--- src/rtl/mio_arbiter.sv ---
// Two-port round-robin arbiter sharing one memory bus between CPU and DMA.
// Each grant runs until mem_ack or a 16-cycle timeout, then pulses ready.
module mio_arbiter (
    input  logic        clk,
    input  logic        reset,
    input  logic        cpu_req,
    input  logic        cpu_we,
    input  logic [31:0] cpu_addr,
    input  logic [31:0] cpu_wdata,
    output logic [31:0] cpu_rdata,
    output logic        cpu_ready,
    input  logic        dma_req,
    input  logic        dma_we,
    input  logic [31:0] dma_addr,
    input  logic [31:0] dma_wdata,
    output logic [31:0] dma_rdata,
    output logic        dma_ready,
    output logic        mem_req,
    output logic        mem_we,
    output logic [31:0] mem_addr,
    output logic [31:0] mem_wdata,
    input  logic [31:0] mem_rdata,
    input  logic        mem_ack,
    output logic        bus_err,
    output logic [1:0]  state
);

    typedef enum logic [1:0] {
        IDLE    = 2'd0,
        GNT_CPU = 2'd1,
        GNT_DMA = 2'd2,
        DONE    = 2'd3
    } state_t;

    state_t      cur;
    state_t      nxt;
    logic        last_dma;
    logic        lat_we;
    logic [31:0] lat_addr;
    logic [31:0] lat_wdata;
    logic [3:0]  cnt;
    logic        err;
    logic        pick_cpu;
    logic        pick_dma;
    logic        granted;

    // On a tie the port that did not win last time gets the bus.
    always_comb begin
        pick_cpu = cpu_req && (!dma_req || last_dma);
        pick_dma = dma_req && !pick_cpu;
        granted  = (cur == GNT_CPU) || (cur == GNT_DMA);
    end

    always_comb begin
        nxt = cur;
        unique case (cur)
            IDLE: begin
                if (pick_cpu)
                    nxt = GNT_CPU;
                else if (pick_dma)
                    nxt = GNT_DMA;
            end
            GNT_CPU,
            GNT_DMA: begin
                if (mem_ack || cnt == 4'hf)
                    nxt = DONE;
            end
            DONE: nxt = IDLE;
        endcase
    end

    always_comb begin
        mem_req   = granted;
        mem_we    = granted ? lat_we : 1'b0;
        mem_addr  = granted ? lat_addr : 32'd0;
        mem_wdata = granted ? lat_wdata : 32'd0;
        cpu_ready = (cur == DONE) && !last_dma;
        dma_ready = (cur == DONE) && last_dma;
        bus_err   = (cur == DONE) && err;
        state     = cur;
    end

    always_ff @(posedge clk) begin
        if (reset) begin
            cur       <= IDLE;
            last_dma  <= 1'b1;
            lat_we    <= 1'b0;
            lat_addr  <= 32'd0;
            lat_wdata <= 32'd0;
            cnt       <= 4'd0;
            err       <= 1'b0;
            cpu_rdata <= 32'd0;
            dma_rdata <= 32'd0;
        end else begin
            cur <= nxt;
            if (cur == IDLE) begin
                if (pick_cpu) begin
                    lat_we    <= cpu_we;
                    lat_addr  <= cpu_addr;
                    lat_wdata <= cpu_wdata;
                    last_dma  <= 1'b0;
                    cnt       <= 4'd0;
                    err       <= 1'b0;
                end else if (pick_dma) begin
                    lat_we    <= dma_we;
                    lat_addr  <= dma_addr;
                    lat_wdata <= dma_wdata;
                    last_dma  <= 1'b1;
                    cnt       <= 4'd0;
                    err       <= 1'b0;
                end
            end else if (granted) begin
                // Ack beats a timeout landing on the same edge.
                if (mem_ack) begin
                    if (!lat_we) begin
                        if (cur == GNT_CPU)
                            cpu_rdata <= mem_rdata;
                        else
                            dma_rdata <= mem_rdata;
                    end
                end else if (cnt == 4'hf) begin
                    err <= 1'b1;
                end else begin
                    cnt <= cnt + 4'd1;
                end
            end
        end
    end

endmodule
--- config.mk ---
export PLATFORM = sky130hd
export DESIGN_NAME = mio_arbiter
export DESIGN_NICKNAME = d
export VERILOG_FILES = /design/src/rtl/mio_arbiter.sv
export SDC_FILE = /design/constraint.sdc
export NUM_CORES = 1
export LEC_CHECK = 0
export BUFFER_PORTS_ARGS = -buffer_cell sky130_fd_sc_hd__buf_2
export CAP_MARGIN = 20
export CORE_ASPECT_RATIO = 0.75
export CORE_MARGIN = 3
export CORE_UTILIZATION = 47
export DETAILED_ROUTE_END_ITERATION = 8
export GPL_ROUTABILITY_DRIVEN = 0
export MAX_ROUTING_LAYER = met4
export PLACE_DENSITY = 0.82
export SLEW_MARGIN = 40
export SYNTH_ARGS = -nofsm -noshare
export SYNTH_HDL_FRONTEND = slang
export SYNTH_SLANG_ARGS = --single-unit
--- constraint.sdc ---
create_clock -name clk -period 4.6 [get_ports clk]
set_clock_uncertainty 0.15 [all_clocks]
set_input_delay 0.23 -clock clk [delete_from_list [all_inputs] [get_ports clk]]
set_output_delay 0.23 -clock clk [all_outputs]
set_load 0.005 [all_outputs]
Word-level counts from Yosys, hierarchy flattened --
Index checks and enable logic that the tools add are counted.
Operators by class: add/sub/neg operators 1, eq/ne operators 8, muxes and demuxes 27, bitwise logic cells 3, reductions and logical operators 22
Operators by type and width (count):
- 2-to-1 mux 32 bit | 6
- 2-to-1 mux 4 bit | 6
- 2-to-1 mux 1 bit | 11
- AND reduction 5 bit | 2
- AND reduction 4 bit | 2
- 2-to-1 mux 2 bit | 3
- one-hot mux 2 bit (3 select lines) | 1
- nonzero test 2 bit | 3
- logical AND 1 bit | 5
- adder 4 x 1 -> 4 bit (second input constant) | 1
- equality test 2 bit (second input constant) | 2
- equality test 4 bit (second input constant) | 1
- inequality test 2 x 1 -> 1 bit (second input constant) | 2
- AND reduction 2 bit | 2
- zero test 1 bit | 3
- logical OR 1 bit | 3
- inequality test 3 bit (second input constant) | 1
- NOT 1 bit | 3
- equality test 2 x 1 -> 1 bit (second input constant) | 1
- zero test 2 bit | 1
- inequality test 2 bit (second input constant) | 1
- OR reduction 2 bit | 1
Storage, ports and cells: register bits after elaboration 137, input bits 167, output and inout bits 135, word-level logic and storage cells 70

Longest topological paths before layout --
depth after elaboration 8, gate-level depth with buffers 8, mapped depth without buffers 6

Worst setup path after synthesis --
Ideal clock, no wire load.
kind reg-to-reg, from reg cur[0], in the netlist state[0], to reg dma_rdata[2], setup time 132 ps, arrival time 1731 ps, required time 4318 ps, slack 2587 ps, stages on the path, launching flop included 9, path buffers 3, period minus slack after synthesis 2013 ps, cell sequence dfxtp_1 > inv_1 > ha_1 > buf_2 > or4b_1 > buf_2 > buf_6 > nand2_1 > a21oi_1
On the way: word-level cells in the longest chain between the ends 3, elaborated cells between the ends (all ways) 7, classes of those cells eq/ne: 2; bitwise: 2; reduce/logical: 3
Ends and longest elaborated chain:
- from (decl) | RTL line 35 | state_t cur;
- from (signal assigned) | RTL line 95 | cur <= nxt;
- equality test 2 x 1 -> 1 bit / equality test 2 bit (equally long branches) | RTL line 51 | granted = (cur == GNT_CPU) || (cur == GNT_DMA);
- logical OR 1 bit (*) | RTL line 51
- via mem_req | RTL line 18 | output logic mem_req,
- AND reduction 5 bit (no source line) (*)
- to (signal assigned) | RTL line 119 | dma_rdata <= mem_rdata;
- to (decl) | RTL line 16 | output logic [31:0] dma_rdata,
Mark *: on every way through the listed nets, which the timed path passes. The rest lies on a longest branch. A chain may end at the register's enable or synchronous reset.

Worst setup path in the final report --
from reg cur[0], in the netlist state[0], to reg lat_addr[12]
On the way: word-level cells in the longest chain between the ends 2
Ends and longest elaborated chain:
- zero test 2 bit | RTL line 96 | if (cur == IDLE) begin
- AND reduction 2 bit (no source line)
- to (signal assigned) | RTL line 99 | lat_addr <= cpu_addr;
- to (signal assigned) | RTL line 106 | lat_addr <= dma_addr;
- to (decl) | RTL line 39 | logic [31:0] lat_addr;
No other way between the ends.

==> flow_metrics.env <==
export IMPL_nets=1369
export IMPL_vdd_ir_drop_max_uv=354
export IMPL_place_detailed_hpwl_mm=12.9
export IMPL_dieWidth_um=137
export IMPL_yosysMostFrequentCell="nand2_1"
export IMPL_hold_viol=0
export IMPL_drv_cap=0
export IMPL_grt_max_degree=81
export IMPL_cts_buffer_depth=2
export IMPL_status="complete, no violations"
export IMPL_post_route_cell_area_um2=9680
export IMPL_fin_tns_setup_ns=0
export IMPL_path_clk_slew_ns=0.06
export IMPL_final_setup_viol_count=0
export IMPL_cp_data_required_time_ns=4.81
export IMPL_synth_seq_area_share=0.453
export IMPL_vias=7509
export IMPL_grt_overflow=0
export IMPL_hold_class="input pin to flip-flop"
export IMPL_finalWorstSetupSlack_ns=1.57
export IMPL_finalCritPeriodShare=0.658
export IMPL_post_drt_wl_per_cell_um=16.7
export IMPL_critical_path_class="flip-flop to flip-flop"
export IMPL_drc=0
export IMPL_synth_async_reset_ratio=0
export IMPL_post_place_cells=1183
export IMPL_insertion_delay_ns=0.41
export IMPL_antenna_found_initial=0
export IMPL_numCtsBuffers=17
export IMPL_post_drt_via_cell_ratio=5.46
export IMPL_met1_usage=0.369
export IMPL_cts_tree="done"
export IMPL_core_area_um2=12400
export IMPL_pre_cts_slack_ns=1.70
export IMPL_cp_data_arrival_time_ns=3.24
export IMPL_drt_iter0_markers=523
export IMPL_die_area_um2=14300
export IMPL_drtAntennaViolNets=0
export IMPL_routed_wirelength_mm=23.0
export IMPL_period_minus_slack_ns=3.03
export IMPL_pin_count=302
export IMPL_first_pass_iters=5
export IMPL_numPortBuffers=301
export IMPL_die_h_um=104
export IMPL_worst_path_max_fanout=64
export IMPL_maxSlewViolCount=0
export IMPL_yosys_area_top_type="dfxtp_1"
export IMPL_synth_yosys_warnings=0
export IMPL_synthCells=781
export IMPL_htree_levels=4
export IMPL_antenna_cells=0
export IMPL_final_cells=1376
export IMPL_avgSynthCellArea_um2=7.75
export IMPL_placed_area_um2=7510
export IMPL_grt_util_all_layers=0.330
export IMPL_grt_pass1_vias=7419
export IMPL_synthTopCellsByArea="dfxtp_1 45%, nand2_1 12%, a311oi_1 9.6%, and2_1 7.0%, a21oi_1 5.7%"
export IMPL_finish_utilization=0.778
export IMPL_initial_core_util=0.486
export IMPL_power_leakage_nw=4.53
export IMPL_ys_ff_latch=137
export IMPL_grtUsageMet2=0.536
export IMPL_worstMarginPinSlew_ns=0.847
export IMPL_rows=35
export IMPL_ys_types=32
export IMPL_worst_setup_path_end_kind="flip-flop"
export IMPL_busiest_layer="met2"
export IMPL_slew_headroom=0.436
export IMPL_nFillCells=809
export IMPL_yosys_top_cells_count="197 x nand2_1, 137 x dfxtp_1, 69 x a21oi_1, 69 x nor2_1, 68 x and2_1"
export IMPL_drive_gt1_frac=0.290
export IMPL_synth_flop_cell="dfxtp_1"
export IMPL_area_growth_pct=60.0
export IMPL_p_per_area_nw_per_um2=519
export IMPL_met3_usage=0.0909
export IMPL_rsz0062_at_grt="no"
export IMPL_critPathLaunchType="flip-flop"
export IMPL_fmax_mhz=331
export IMPL_syn_area_um2=6050
export IMPL_root_buffer="clkbuf_16"
export IMPL_synth_enable_flop_cells=0
export IMPL_yosysTopAreaCellShare=0.453
export IMPL_grt_pass1_wl_mm=37.0
export IMPL_clock_sinks=137
export IMPL_syn_num_nets=953
final cells by class:
| class | instances | area (um^2) | area share |
|---|---|---|---|
| Clock inverter | 15 | 134 | 0.0138 |
| Sequential cell | 137 | 2740 | 0.283 |
| Multi-Input combinational cell | 567 | 2970 | 0.307 |
| Inverter | 3 | 11.3 | 0.00116 |
| Timing Repair Buffer | 471 | 3190 | 0.329 |
| Tap cell | 166 | 208 | 0.0215 |
| Clock buffer | 17 | 425 | 0.0439 |
critical path, cell delays in order (launching register included):
cell	delay (ns)
dfxtp_1	0.35
inv_1	0.10
ha_2	0.27
o21a_4	0.60
buf_4	0.46
nor2_1	0.10
a311oi_1	0.31
dlygate4sd3_1	0.60
routing by layer:
metal,share of wire,up-vias,wire length [um]
met3,0.098,100,2250
li1,-,3501,-
met1,0.37,3435,8440
met4,0.046,0,1070
met5,0,-,0
met2,0.49,473,11200
state kept, by name, summed over array words and instances, names as in the netlist:
signal     cells
lat_we         1
lat_wdata     32
state          2
last_dma       1
err            1
cnt            4
dma_rdata     32
cpu_rdata     32
lat_addr      32
through the flow:
step	total power, W	hold WS [ns]
after global routing	0.00532	0.0191
after detailed placement	0.00328	0.294
after floorplan	0.00272	0.216
final	0.00502	0.0214
after CTS	0.00493	0.00986
after global placement	0.00325	0.290
cell usage in the layout (no fill, tap or decap), types with 2 or more instances in the layout:
master,Yosys,final
and2_1,68,68
dfxtp_1,137,137
buf_4,3,10
nor2_1,69,69
nand2b_1,4,3
ha_1,5,4
a32oi_1,2,2
nor3_1,2,2
a311oi_1,66,66
dlygate4sd3_1,0,161
clkinv_4,0,2
nand3_1,67,67
inv_1,3,3
a21oi_1,69,69
nand2_1,197,196
nor2b_1,2,2
a31oi_1,2,2
inv_8,0,3
inv_6,0,6
clkbuf_16,0,17
buf_2,30,300
clkinvlp_4,0,4
power by group:
part / internal [W] / switching, W / leakage [nW] / total (W)
Combinational: 0.000988 / 0.00115 / 3.14 / 0.00214
Sequential: 0.00145 / 0.000143 / 1.12 / 0.00159
Clock: 0.000711 / 0.000577 / 0.264 / 0.00129
Total: 0.00315 / 0.00187 / 4.53 / 0.00502
what timing repair did:
action	CTS	global route
resized for setup	0	0
endpoints found under the hold margin	129	0
hold buffers	161	0
buffers inserted	0	0
final timing paths:
path / start / end / slack (ns) / cells after the start
worst max-delay path: state[0]$_SDFFE_PP0P_ / lat_addr[12]$_SDFFE_PP0P_ / 1.57 / 7
worst min register to register: dma_rdata[16]$_SDFFE_PP0P_ / dma_rdata[16]$_SDFFE_PP0P_ / 0.30 / 2
worst max register to register: state[0]$_SDFFE_PP0P_ / lat_addr[12]$_SDFFE_PP0P_ / 1.57 / 7
worst min-delay path: cpu_addr[10] / lat_addr[10]$_SDFFE_PP0P_ / 0.02 / 3
cell families after synthesis:
group | count (synthesis) | synth area share
adder cells (fa/ha/maj) | 5 | 0.0103
AND/OR/NAND/NOR | 418 | 0.313
AO/OA/AOI/OAI | 144 | 0.164
buffers and inverters | 77 | 0.0596
flip-flops | 137 | 0.453
Power figures use the tool's default switching activity.
